===== config.mk =====
export PLATFORM = sky130hd
export DESIGN_NAME = gsn_mul_share_ctrl_flat
export DESIGN_NICKNAME = d
export VERILOG_FILES = /design/src/rtl/gsn_mul_share_ctrl_if.sv /design/src/rtl/gsn_mul_share_ctrl.sv /design/src/flat_wrapper.sv
export SDC_FILE = /design/constraint.sdc
export NUM_CORES = 1
export LEC_CHECK = 0
export ABC_CLOCK_PERIOD_IN_PS = 2500
export BUFFER_PORTS_ARGS = -buffer_cell sky130_fd_sc_hd__buf_2
export CAP_MARGIN = 20
export CORE_UTILIZATION = 32
export DETAILED_ROUTE_END_ITERATION = 10
export PLACE_DENSITY = 0.83
export SYNTH_ARGS = -nofsm -noshare
export SYNTH_HDL_FRONTEND = slang
export SYNTH_SLANG_ARGS = --single-unit

===== constraint.sdc =====
create_clock -name ap_clk -period 2.5 [get_ports ap_clk]
set_input_delay 0.125 -clock ap_clk [delete_from_list [all_inputs] [get_ports ap_clk]]
set_output_delay 0.125 -clock ap_clk [all_outputs]
set_load 0.005 [all_outputs]

===== src/rtl/gsn_mul_share_ctrl_if.sv =====
// gsn_mul_share_ctrl_if
//   Bundles the requester, multiplier and result channels of the shared-multiplier
//   controller. The controller uses the slave modport; whatever surrounds it (the
//   filter stages, the multiplier instance and the result consumer) uses master.
//
//   req_valid/req_a/req_b/req_ready  NUM_REQ operand channels, 11-bit signed operands
//                                    packed with requester i at [11i+10:11i]
//   mul_ce/mul_din0/mul_din1         drive the shared pipelined multiplier
//   mul_dout                         22-bit signed product from the multiplier
//   res_valid/res_ready/res_data/    product channel, labelled with the issuing
//   res_id                           requester
//   busy                             any product still in flight
interface gsn_mul_share_ctrl_if #(
    parameter int NUM_REQ = 4,
    parameter int ID_W    = 2
) ();
    logic [NUM_REQ-1:0]    req_valid;
    logic [NUM_REQ*11-1:0] req_a;
    logic [NUM_REQ*11-1:0] req_b;
    logic [NUM_REQ-1:0]    req_ready;

    logic                  mul_ce;
    logic [10:0]           mul_din0;
    logic [10:0]           mul_din1;
    logic [21:0]           mul_dout;

    logic                  res_valid;
    logic                  res_ready;
    logic [21:0]           res_data;
    logic [ID_W-1:0]       res_id;

    logic                  busy;

    modport slave (
        input  req_valid, req_a, req_b, mul_dout, res_ready,
        output req_ready, mul_ce, mul_din0, mul_din1, res_valid, res_data, res_id, busy
    );

    modport master (
        output req_valid, req_a, req_b, mul_dout, res_ready,
        input  req_ready, mul_ce, mul_din0, mul_din1, res_valid, res_data, res_id, busy
    );
endinterface


===== src/rtl/gsn_mul_share_ctrl.sv =====
// gsn_mul_share_ctrl
//   Shares one pipelined signed 11x11->22 multiplier (no reset, global clock enable,
//   MUL_LAT-edge latency) among NUM_REQ requesters. At most one operand pair is granted
//   per cycle in round-robin order; the requester ID rides alongside the product in a
//   MUL_LAT-deep tag pipeline so results come back on one valid/ready channel labelled
//   with their origin. Result backpressure freezes the whole datapath via mul_ce.
//
//   ap_clk    clock, rising edge
//   ap_rst_n  asynchronous active-low reset
//   bus       gsn_mul_share_ctrl_if.slave (requesters, multiplier, result, busy)
module gsn_mul_share_ctrl #(
    parameter int NUM_REQ = 4,
    parameter int ID_W    = 2,
    parameter int MUL_LAT = 3
) (
    input  logic                  ap_clk,
    input  logic                  ap_rst_n,
    gsn_mul_share_ctrl_if.slave   bus
);

    logic [MUL_LAT-1:0] tag_v;
    logic [ID_W-1:0]    tag_id [MUL_LAT];
    logic [ID_W-1:0]    rr;

    logic               stall;
    logic               grant_any;
    logic [ID_W-1:0]    grant_id;
    logic [NUM_REQ-1:0] grant_oh;
    logic [ID_W-1:0]    scan_idx;
    logic [10:0]        din0;
    logic [10:0]        din1;

    // The multiplier holds its pipeline while ce is low, so a waiting result stays on
    // mul_dout and everything upstream must hold too.
    assign stall = tag_v[MUL_LAT-1] & ~bus.res_ready;

    // Round-robin scan starting at rr, wrapping at NUM_REQ.
    always_comb begin
        grant_any = 1'b0;
        grant_id  = '0;
        grant_oh  = '0;
        scan_idx  = '0;
        for (int i = 0; i < NUM_REQ; i++) begin
            scan_idx = ID_W'((int'(rr) + i) % NUM_REQ);
            if (!grant_any && bus.req_valid[scan_idx]) begin
                grant_any = 1'b1;
                grant_id  = scan_idx;
            end
        end
        if (stall) begin
            grant_any = 1'b0;
            grant_id  = '0;
        end
        if (grant_any) begin
            grant_oh[grant_id] = 1'b1;
        end
    end

    // One-hot operand mux; zero operands when nothing is granted.
    always_comb begin
        din0 = '0;
        din1 = '0;
        for (int i = 0; i < NUM_REQ; i++) begin
            if (grant_oh[i]) begin
                din0 = din0 | bus.req_a[11*i +: 11];
                din1 = din1 | bus.req_b[11*i +: 11];
            end
        end
    end

    always_ff @(posedge ap_clk or negedge ap_rst_n) begin
        if (!ap_rst_n) begin
            rr    <= '0;
            tag_v <= '0;
            for (int k = 0; k < MUL_LAT; k++) begin
                tag_id[k] <= '0;
            end
        end else if (!stall) begin
            if (grant_any) begin
                rr <= (grant_id == ID_W'(NUM_REQ - 1)) ? '0 : grant_id + 1'b1;
            end
            for (int k = MUL_LAT - 1; k > 0; k--) begin
                tag_v[k]  <= tag_v[k-1];
                tag_id[k] <= tag_id[k-1];
            end
            tag_v[0]  <= grant_any;
            tag_id[0] <= grant_id;
        end
    end

    assign bus.req_ready = grant_oh;
    assign bus.mul_ce    = ~stall;
    assign bus.mul_din0  = din0;
    assign bus.mul_din1  = din1;
    assign bus.res_valid = tag_v[MUL_LAT-1];
    assign bus.res_id    = tag_id[MUL_LAT-1];
    assign bus.res_data  = bus.mul_dout;
    assign bus.busy      = |tag_v;

endmodule

===== src/flat_wrapper.sv =====
// flat-port wrapper written by rule: the top's interface ports become plain ports
module gsn_mul_share_ctrl_flat 
#(
    parameter int NUM_REQ = 4,
    parameter int ID_W    = 2,
    parameter int MUL_LAT = 3
)
  (ap_clk, ap_rst_n, bus_req_valid, bus_req_a, bus_req_b, bus_mul_dout, bus_res_ready, bus_req_ready, bus_mul_ce, bus_mul_din0, bus_mul_din1, bus_res_valid, bus_res_data, bus_res_id, bus_busy);
  gsn_mul_share_ctrl_if #(.NUM_REQ(NUM_REQ), .ID_W(ID_W)) bus_i ();
  input  logic ap_clk;
  input  logic ap_rst_n;
  input wire logic [$bits(bus_i.req_valid)-1:0] bus_req_valid;
  input wire logic [$bits(bus_i.req_a)-1:0] bus_req_a;
  input wire logic [$bits(bus_i.req_b)-1:0] bus_req_b;
  input wire logic [$bits(bus_i.mul_dout)-1:0] bus_mul_dout;
  input wire logic [$bits(bus_i.res_ready)-1:0] bus_res_ready;
  output wire logic [$bits(bus_i.req_ready)-1:0] bus_req_ready;
  output wire logic [$bits(bus_i.mul_ce)-1:0] bus_mul_ce;
  output wire logic [$bits(bus_i.mul_din0)-1:0] bus_mul_din0;
  output wire logic [$bits(bus_i.mul_din1)-1:0] bus_mul_din1;
  output wire logic [$bits(bus_i.res_valid)-1:0] bus_res_valid;
  output wire logic [$bits(bus_i.res_data)-1:0] bus_res_data;
  output wire logic [$bits(bus_i.res_id)-1:0] bus_res_id;
  output wire logic [$bits(bus_i.busy)-1:0] bus_busy;
  assign bus_i.req_valid = bus_req_valid;
  assign bus_i.req_a = bus_req_a;
  assign bus_i.req_b = bus_req_b;
  assign bus_i.mul_dout = bus_mul_dout;
  assign bus_i.res_ready = bus_res_ready;
  assign bus_req_ready = bus_i.req_ready;
  assign bus_mul_ce = bus_i.mul_ce;
  assign bus_mul_din0 = bus_i.mul_din0;
  assign bus_mul_din1 = bus_i.mul_din1;
  assign bus_res_valid = bus_i.res_valid;
  assign bus_res_data = bus_i.res_data;
  assign bus_res_id = bus_i.res_id;
  assign bus_busy = bus_i.busy;
  gsn_mul_share_ctrl #(.NUM_REQ(NUM_REQ), .ID_W(ID_W), .MUL_LAT(MUL_LAT)) u_core (.ap_clk(ap_clk), .ap_rst_n(ap_rst_n), .bus(bus_i));
endmodule

## Word level (Yosys, flattened, before mapping)

Index checks and enable logic that the tools add are counted.

| storage, ports and cells | value |
|---|---|
| register bits | 11 |
| input port bits | 117 |
| output and inout port bits | 53 |
| word-level logic and storage cells | 64 |

| cells by class | value |
|---|---|
| $add $sub $neg | 4 |
| order comparisons | 6 |
| equal/unequal tests | 1 |
| mux-type cells | 30 |
| bitwise operators | 9 |
| reductions and logical operators | 9 |

Operators by type and width:

| cell | count |
|---|---|
| 11-bit two-way mux | 8 |
| 11-bit OR | 6 |
| 2-bit by 3-bit < comparator with 1-bit output (second input constant) | 5 |
| 2-bit two-way mux | 6 |
| 1-bit two-way mux | 10 |
| 1-bit binary-select mux with 2-bit select | 4 |
| 2-bit by 1-bit adder with 2-bit output (second input constant) | 2 |
| 2-bit adder (second input constant) | 2 |
| 1-bit logical AND | 4 |
| 4-bit two-way mux | 1 |
| 1-bit logical NOT | 3 |
| 3-bit OR reduction | 1 |
| 1-bit demux with 2-bit select | 1 |
| 2-bit == test (second input constant) | 1 |
| 2-bit by 1-bit >= comparator with 1-bit output (second input constant) | 1 |
| 1-bit inverter | 2 |
| 2-bit AND reduction | 1 |
| 1-bit AND | 1 |

## Longest topological paths before layout

Gate-level depths: netlist of run 1.

| logic depth | value |
|---|---|
| depth in word-level cells | 25 |
| depth in mapped cells | 8 |
| depth with buffers taken out | 7 |

## Least setup slack after synthesis of run 1

OpenSTA, ideal clock, no wires.

| path | value |
|---|---|
| kind | register -> output |
| from | register u_core.tag_v[2] |
| to | output port bus_mul_din0[3] |
| arrival time | 1.817 ns |
| data required time | 2.375 ns |
| path slack | 0.558 ns |
| stages on the path, launching flop included | 8 |
| buffers on the path | 2 |
| path through | dfrtp_1 > nor2b_1 > buf_2 > a311oi_2 > ha_1 > clkbuf_1 > a22oi_1 > a21oi_1 |

| between the ends | value |
|---|---|
| word-level cells in the longest chain between the ends | 14 |
| elaborated cells on any way between the ends | 16 |
| those cells by class | 2 x order compare; 9 x mux; 4 x bitwise; 1 x reduce/logical |

Ends and longest elaborated chain:

| what | RTL line | RTL |
|---|---|---|
| from (decl) | gsn_mul_share_ctrl.sv:21 | `logic [MUL_LAT-1:0] tag_v;` |
| from (signal, indexed assignment) | gsn_mul_share_ctrl.sv:83 | `tag_v[k] <= tag_v[k-1];` |
| 1-bit AND * | gsn_mul_share_ctrl.sv:35 | `assign stall = tag_v[MUL_LAT-1] & ~bus.res_ready;` |
| 2-bit two-way mux * | gsn_mul_share_ctrl.sv:50 | `if (stall) begin` |
| via u_core.grant_id[1] | gsn_mul_share_ctrl.sv:27 | `logic [ID_W-1:0] grant_id;` |
| 2-bit by 3-bit < comparator with 1-bit output (not written as such) / 2-bit by 1-bit >= comparator with 1-bit output (equally long branches) | gsn_mul_share_ctrl.sv:55 | `grant_oh[grant_id] = 1'b1;` |
| 1-bit logical AND (not written as such) | gsn_mul_share_ctrl.sv:55 |  |
| 1-bit two-way mux (not written as such) | gsn_mul_share_ctrl.sv:55 |  |
| 1-bit demux with 2-bit select * | n/a |  |
| 4-bit two-way mux * | gsn_mul_share_ctrl.sv:54 | `if (grant_any) begin` |
| 11-bit two-way mux | gsn_mul_share_ctrl.sv:64 | `if (grant_oh[i]) begin` |
| 11-bit OR | gsn_mul_share_ctrl.sv:65 | `din0 = din0 \| bus.req_a[11*i +: 11];` |
| 11-bit two-way mux | gsn_mul_share_ctrl.sv:64 |  |
| 11-bit OR | gsn_mul_share_ctrl.sv:65 |  |
| 11-bit two-way mux | gsn_mul_share_ctrl.sv:64 |  |
| 11-bit OR | gsn_mul_share_ctrl.sv:65 |  |
| 11-bit two-way mux * | gsn_mul_share_ctrl.sv:64 |  |
| to (decl) | flat_wrapper.sv:19 | `output wire logic [$bits(bus_i.mul_din0)-1:0] bus_mul_din0;` |

The timed path passes the listed nets; every way through them passes the cells marked *.

## Worst setup path after layout of run 1

| path | value |
|---|---|
| from | register u_core.rr[1] |
| to | output port bus_mul_din0[10] |

| between the ends | value |
|---|---|
| word-level cells in the longest chain between the ends | 25 |
| elaborated cells on any way between the ends | 40 |
| those cells by class | 3 x add/sub; 2 x order compare; 25 x mux; 3 x bitwise; 7 x reduce/logical |

Ends and longest elaborated chain:

| what | RTL line | RTL |
|---|---|---|
| from (decl) | gsn_mul_share_ctrl.sv:23 | `logic [ID_W-1:0] rr;` |
| from (signal assigned) | gsn_mul_share_ctrl.sv:80 | `rr <= (grant_id == ID_W'(NUM_REQ - 1)) ? '0 : grant_id + 1'b1;` |
| branches (longest 11 deep; another with 2-bit by 1-bit adder with 2-bit output) | n/a |  |
| 2-bit two-way mux * | gsn_mul_share_ctrl.sv:45 | `if (!grant_any && bus.req_valid[scan_idx]) begin` |
| 2-bit two-way mux * | gsn_mul_share_ctrl.sv:50 |  |
| via u_core.grant_id[1] | gsn_mul_share_ctrl.sv:27 |  |
| 2-bit by 3-bit < comparator with 1-bit output (not written as such) / 2-bit by 1-bit >= comparator with 1-bit output (equally long branches) | gsn_mul_share_ctrl.sv:55 |  |
| 1-bit logical AND (not written as such) | gsn_mul_share_ctrl.sv:55 |  |
| 1-bit two-way mux (not written as such) | gsn_mul_share_ctrl.sv:55 |  |
| 1-bit demux with 2-bit select * | n/a |  |
| 4-bit two-way mux * | gsn_mul_share_ctrl.sv:54 |  |
| 11-bit two-way mux | gsn_mul_share_ctrl.sv:64 |  |
| 11-bit OR | gsn_mul_share_ctrl.sv:65 |  |
| 11-bit two-way mux | gsn_mul_share_ctrl.sv:64 |  |
| 11-bit OR | gsn_mul_share_ctrl.sv:65 |  |
| 11-bit two-way mux | gsn_mul_share_ctrl.sv:64 |  |
| 11-bit OR | gsn_mul_share_ctrl.sv:65 |  |
| 11-bit two-way mux * | gsn_mul_share_ctrl.sv:64 |  |

Mark *: on every way through the listed nets, which the timed path passes. The select of a mux whose other input is x is not followed.

==> out/qor.txt, run 1 <==
syn_area_per_cell = 7.67 sq um
Tmin final = 2330 ps
insertion delay to the later sink of the worst-skew pair = 230 ps
Synth top area share = 24.9%
xor-xnor portion of the synthesized cell area = 0%
total routed wirelength = 4490 um
CP Launch Type = register
clock slew seen by the registers of the worst setup and hold paths = 50 ps
H-tree depth = 1
Synth cell types = 27
final worst-path cycle share = 93.3%
Clock Tree Root = clkbuf_8
share of cells above drive strength 1 = 51.1%
Initial Utilization = 33.2%
Final Skew = 1.20 ps
slew margin rel. = 41.5%
Max clock buf depth = 2
area grow syn2layout = 42.3%
Critical Path RT = 2380 ps
RSZ-0062 raised after global routing = no
Chip Width = 66.4 um
fin nets = 394
DR vias = 1668
DPL Wire Length = 3390 um
worst hold path class = in -> out
Total Routing Usage GR = 17.3%
register area = 275 sq um
Antenna Nets Post-Route = 0
Slew Limit Fails = 0
vias in the first global route = 1295
Multi-input gate area = 812 sq um
via/cell ratio = 5.18
clk sink count = 11
Post-Synth Simple-Gate Area = 17.9%
CTS tree = done
Lkg Pwr = 0.984 nW
Power Dens Cells = 673 mW/mm^2
Synth Area in Compound Gates = 37.6%
highest clock rate = 429 MHz
Setup TNS = 0 ps
I/O Pins = 170
CP cell instances = nand4bb_1 -> a21oi_1 -> a311oi_2 -> buf_4 -> ha_1 -> buf_4 -> a22oi_1 -> a21oi_1 -> buf_2
slowest CP cell = dfrtp_1
Worst-Margin Slew = 878 ps
TritonRoute pass-1 iters = 4
slowest stage delay, CP = 420 ps
Final Hold Viols = 0
post-synthesis sequential area ratio = 20.8%
multiplexer area fraction after synthesis = 0%
initial antenna violation count = 0
number of DRC markers in iteration 0 = 96
syn_nets = 294
maximum vdd ir drop = 340 uV
Yosys top cell by area = a22oi_1
DRC Markers = 0
cell row count = 23
Post-DP Area = 0.00180 sq mm
final std cell area, no fill = 0.00189 sq mm
largest net degree at the start of global routing = 25
global-route wire length before repair = 5840 um
dominant combinational cell family by area after synthesis = compound AO/OA/AOI/OAI gates
I/O Buffers = 125
post-synthesis instance area = 0.00133 sq mm
number of fill cells = 394
number of buffers created by CTS = 3
grt ovf = 0
CP Max Fanout = 23
post-synthesis adder-cell area fraction = 3.77%
Die ar. = 0.00441 sq mm
critical path class = reg -> out
Wirelength per Cell = 13.9 um
Synth area leaders = a22oi_1 25%, dfrtp_1 21%, buf_4 14%
Seq cells post-synth = 11
placeable core area = 0.00400 sq mm
crit path DAT = 2210 ps
Max Cap Viol = 0
gpl congestion = 0.820
DIE HEIGHT = 66.4 um
outcome = finished, final reports clean
Gate Count Post-Synth = 173
diode count = 0
Setup crit end kind = output pin
synth warn = 0
final setup violation count = 0
==> layer usage <==
metal  vias to the layer above  GRT usage [%]  wire, um
met5                         -              0         0
met4                         0           6.38        52
met3                        14           3.79       448
met2                        87           29.6      2230
met1                       755           20.9      1760
li1                        812              -         -
==> placed cells by master (no fill, tap or decap), types with 3 or more instances in the layout <==
| cell | netlist | final |
|---|---|---|
| buf_2 | 1 | 125 |
| a22oi_1 | 44 | 44 |
| a21oi_1 | 25 | 25 |
| nand2_1 | 21 | 21 |
| dfrtp_1 | 11 | 11 |
| and2_1 | 4 | 4 |
| buf_4 | 24 | 4 |
| nand2b_1 | 3 | 3 |
| nor2_1 | 3 | 3 |
| clkbuf_8 | 0 | 3 |
==> through the flow <==
stage	hold slack, ps	power, mW	cells	util, %	setup WS, ps
after detailed placement	3.38	1.05	316	44.9	47.2
after global routing	250	1.37	322	47.2	16.0
after CTS	250	1.24	321	46.4	50.3
after global placement	3.68	1.02	316	44.9	161
after floorplan	-171	0.794	173	-	558
final	250	1.27	322	47.2	166
==> final cells by class <==
class	count	share of cell area, %
clock buffers	4	2.39
inverters	4	0.796
multi-input cells	122	43.0
flip-flops and latches	11	14.6
well taps	50	3.32
repair buffers	131	35.9
==> registers in the layout (all words and copies together), names as in the netlist <==
| name | count |
|---|---|
| u_core.tag_id | 4 |
| u_core.rr | 2 |
| u_core.tag_v | 3 |
| u_core.bus.res_id | 2 |
==> power by group <==
part | internal (mW) | switching [mW] | total, mW
logic | 0.391 | 0.423 | 0.814
registers | 0.236 | 0.0435 | 0.279
clock network | 0.112 | 0.0649 | 0.177
==> worst max-delay path, delay by kind of cell, from the launching register on <==
family / cells / cell delay, ps
buffers and inverters: 3 / 580
adder cells (fa/ha/maj): 1 / 130
flip-flops: 1 / 420
AO/OA/AOI/OAI: 4 / 640
AND/OR/NAND/NOR: 1 / 190
==> cells by family after synthesis <==
group,Yosys count
buffers and inverters,40
adders and majority gates,4
DFF,11
AOI/OAI and AO/OA,74
and+or+nand+nor,44
==> timing repair <==
item | CTS | global route
gates resized for setup | 2 | 4
hold endpoints to repair | 11 | 0
hold buffers | 1 | 0
setup buffers | 0 | 1
pin swaps | 0 | 1
setup endpoints to repair | 24 | 22
==> synthesized netlist by cell type <==
library cell,number
a21o_1,2
a21oi_1,25
a22oi_1,44
a311oi_2,1
and2_1,4
and2b_1,2
buf_2,1
buf_4,24
buf_6,3
clkbuf_1,8
clkinv_1,1
dfrtp_1,11
ha_1,4
inv_1,3
nand2_1,21
nand2b_1,3
nand3_2,1
nand4bb_1,2
nor2_1,3
nor2b_1,2
nor3_1,1
nor3b_1,1
nor4_2,1
o21ai_0,1
o221ai_1,1
or2_1,2
or3_1,1
==> path summary, 6_finish.rpt <==
path                                      start                   end  slack [ps]  cells after the start
max in group asynchronous              ap_rst_n  u_core.bus.res_id[1]        2010                      2
min in group asynchronous              ap_rst_n       u_core.tag_v[0]         290                      2
setup reg to reg                u_core.tag_v[2]          u_core.rr[0]         730                      4
hold reg to reg            u_core.bus.res_id[0]  u_core.bus.res_id[0]         470                      2
setup / recovery                   u_core.rr[1]      bus_mul_din0[10]         170                      9
hold / removal                 bus_mul_dout[15]      bus_res_data[15]         250                      0
Note: power is estimated with default switching activity, not from simulation.
==> run 2, diff against run 1 <==
--- a/config.mk
+++ b/config.mk
@@ -5,12 +5,13 @@
 export SDC_FILE = /design/constraint.sdc
 export NUM_CORES = 1
 export LEC_CHECK = 0
+export ABC_AREA = 1
 export ABC_CLOCK_PERIOD_IN_PS = 2500
 export BUFFER_PORTS_ARGS = -buffer_cell sky130_fd_sc_hd__buf_2
 export CAP_MARGIN = 20
-export CORE_UTILIZATION = 32
+export CORE_UTILIZATION = 40
 export DETAILED_ROUTE_END_ITERATION = 10
-export PLACE_DENSITY = 0.83
+export PLACE_DENSITY = 0.85
 export SYNTH_ARGS = -nofsm -noshare
 export SYNTH_HDL_FRONTEND = slang
 export SYNTH_SLANG_ARGS = --single-unit
==> run 2 against run 1 <==
Compared with the run above: the run now ends with negative setup slack left; sequential power is 19% higher; critical path type unchanged; sequential share of layout area down 5.1 points; total power rose to 3.7 times the previous value.
==> out/qor.txt, run 2 <==
maximum vdd ir drop = 1020 uV (+200%)
largest net degree at the start of global routing = 89 (+260%)
clk sink count = 11 (unchanged)
Setup crit end kind = output pin
Wirelength per Cell = 13.3 um (-4.5%)
Slew Limit Fails = 0 (unchanged)
non-filler cells in the finished layout = 526 (+63%)
number of fill cells = 439 (+11%)
multiplexer area fraction after synthesis = 0% (unchanged)
CP Max Fanout = 5 (-78%)
I/O Buffers = 125 (unchanged)
final worst-path cycle share = 104% (+11 points)
DR vias = 2723 (+63%)
Gate Count Post-Synth = 359 (+110%)
Post-synth EDFFs = 0 (unchanged)
Final Hold Viols = 0 (unchanged)
Largest register FFs = 4 (unchanged)
total routed wirelength = 7000 um (+56%)
Final Skew = 4.09 ps (+2.90 ps)
Power Dens Cells = 1600 mW/mm^2 (+140%)
Total Routing Usage GR = 23.7% (+6.4 points)
Max Cap Viol = 0 (unchanged)
Seq cells post-synth = 11 (unchanged)
number of DRC markers in iteration 0 = 107 (+11%)
Max clock buf depth = 2 (unchanged)
count leader, synth = nand2_1
syn_area_per_cell = 5.63 sq um (-27%)
commonest cells after routing, fill and taps aside = 125 x buf_2, 88 x nand4_1, 87 x nand2_1
H-tree depth = 1 (unchanged)
Placed Cells = 511 (+62%)
placeable core area = 0.00479 sq mm (+20%)
post-synthesis adder-cell area fraction = 2.48% (-1.3 points)
fin nets = 581 (+47%)
Crit path top cell by count = nand2_4
critical path class = reg -> out
Post-Synth Simple-Gate Area = 53.0% (+35 points)
grt ovf = 0 (unchanged)
Die ar. = 0.00534 sq mm (+21%)
slowest CP cell = dfrtp_2
Initial Utilization = 42.2% (+9.0 points)
ys async rst share = 100% (unchanged)
RSZ-0062 raised after global routing = yes
slowest stage delay, CP = 450 ps (+30 ps)
Antenna Nets Post-Route = 0 (unchanged)
Critical Path RT = 2380 ps (about the same)
dpl ws = 32.2 ps (-15.0 ps)
clock slew seen by the registers of the worst setup and hold paths = 50 ps (about the same)
Synth top area share = 27.3% (+2.4 points)
DPL Wire Length = 4550 um (+34%)
DIE HEIGHT = 73.1 um (+10%)
Lkg Pwr = 1.73 nW (+76%)
diode count = 0 (unchanged)
dominant combinational cell family by area after synthesis = simple AND/OR/NAND/NOR gates
post-synthesis instance area = 0.00202 sq mm (+52%)
area grow syn2layout = 45.5%
final std cell area, no fill = 0.00294 sq mm (+56%)
xor-xnor portion of the synthesized cell area = 0% (unchanged)
Post-synth top cells = 104 x nand2_1, 88 x nand4_1, 61 x inv_1
synth warn = 0 (unchanged)
cell row count = 25 (+8.7%)
syn_nets = 480 (+63%)
worst hold path class = in -> out
number of buffers created by CTS = 3 (unchanged)
insertion delay to the later sink of the worst-skew pair = 240 ps (about the same)
WHS = 250 ps (unchanged)
Chip Width = 73.1 um (+10%)
Worst-Margin Slew = 528 ps (-350 ps)
gpl congestion = 0.823 (+0.39%)
Worst Hold Depth = 0 (unchanged)
Post-DP Area = 0.00252 sq mm (+40%)
CP cell instances = buf_12 -> nand2_4 -> nand2_4 -> nand2_4 -> nand2_4 -> nor2_4 -> nand2_2 -> o21ai_1 -> inv_1 -> nand2_2 -> buf_6 -> ha_4 -> buf_6 -> nand4_1 -> nand2_1 -> inv_1 -> nand2_1 -> buf_2
Yosys top cell by area = nand4_1
vias in the first global route = 2247 (+74%)
crit path DAT = 2480 ps (+270 ps)
TritonRoute pass-1 iters = 4 (unchanged)
Synth area leaders = nand4_1 27%, nand2_1 19%, dfrtp_1 14%
Main synth FF type = dfrtp_1
post-synthesis sequential area ratio = 13.6% (-7.1 points)
Clock Tree Root = clkbuf_8
CP Launch Type = register
slew margin rel. = 64.8% (+23 points)
most common cell after layout, fill and taps aside = buf_2
global-route wire length before repair = 9980 um (+71%)
Regs by FF count = u_core.tag_id x4, u_core.tag_v x3
initial antenna violation count = 0 (unchanged)
outcome = complete, but fails checks
highest clock rate = 384 MHz (-10%)
Tmin final = 2610 ps (+272 ps)
failing checks = negative setup slack
via/cell ratio = 5.18 (about the same)
CTS tree = done
final worst slack = -106 ps (-272 ps)
final setup violation count = 22 (+22)
share of cells above drive strength 1 = 41.8% (-9.3 points)
I/O Pins = 170 (unchanged)
DRC Markers = 0 (unchanged)
Synth cell types = 23 (-15%)
Worst Reg-to-Reg Cells = 12 (+8)
Synth Area in Compound Gates = 2.48% (-35 points)
Reg with most FFs = u_core.tag_id
-- run 2: kinds of logic (layout without fill, tap and decap cells) --
group / Yosys count / after routing
AO/OA/AOI/OAI: 10 / 10
flip-flops: 11 / 11
adder cells (fa/ha/maj): 4 / 4
buffers and inverters: 119 / 219
AND/OR/NAND/NOR: 215 / 215
-- run 2: worst paths after layout --
kind | startpoint | endpoint | slack, ps
worst max register to register | u_core.rr[0] | u_core.rr[1] | 520
min in group asynchronous | ap_rst_n | u_core.tag_id[4] | 270
worst min register to register | u_core.tag_v[1] | u_core.tag_v[2] | 500
worst min-delay path | bus_mul_dout[11] | bus_res_data[11] | 250
worst max-delay path | u_core.rr[0] | bus_mul_din1[9] | -110
max in group asynchronous | ap_rst_n | u_core.rr[1] | 2010
-- run 2: stage by stage --
stage               TNS (ps)  power [mW]  util (%)
detailed placement         0        3.44      52.6
CTS                     -521        4.41      59.3
global placement           0        3.37      52.6
global route           -5570        5.12      61.4
finish                 -1720        4.70      61.4
floorplan                  0        2.43         -
-- run 2: layout make-up --
class / count / area [sq um] / area share [%]
clock buffers: 4 / 45.0 / 1.53
multi-input cells: 229 / 1340 / 45.6
repair buffers: 150 / 938 / 31.9
inverters: 65 / 254 / 8.64
well taps: 67 / 83.8 / 2.85
flip-flops and latches: 11 / 278 / 9.45
-- run 2: where the power goes --
group	total (mW)	switching (mW)	internal (mW)
combinational	4.19	2.34	1.85
clock	0.179	0.0668	0.112
sequential	0.333	0.0629	0.270
total	4.70	2.47	2.23
-- run 2: worst max-delay path, delay by kind of cell, from the launching register on --
kind            cells  cell delay (ps)
compound gates      1              130
fa+ha+maj           1              210
buf+inv             6              640
flops               1              450
simple gates       10              810
-- run 2: layer usage --
metal	share of wire (%)	global-route usage [%]
met1	42	28.8
met2	50	42.7
met3	6.2	3.73
met4	1.6	6.75
met5	0	0
-- run 2: what timing repair did --
| item | in CTS | in global routing |
|---|---|---|
| endpoints found under the hold margin | 11 | 0 |
| cloned | 3 | 1 |
| hold buffers | 1 | 0 |
| buffers inserted | 4 | 2 |
| pin swaps | 26 | 36 |
| resized for setup | 55 | 17 |
| endpoints found under the setup margin | 26 | 26 |
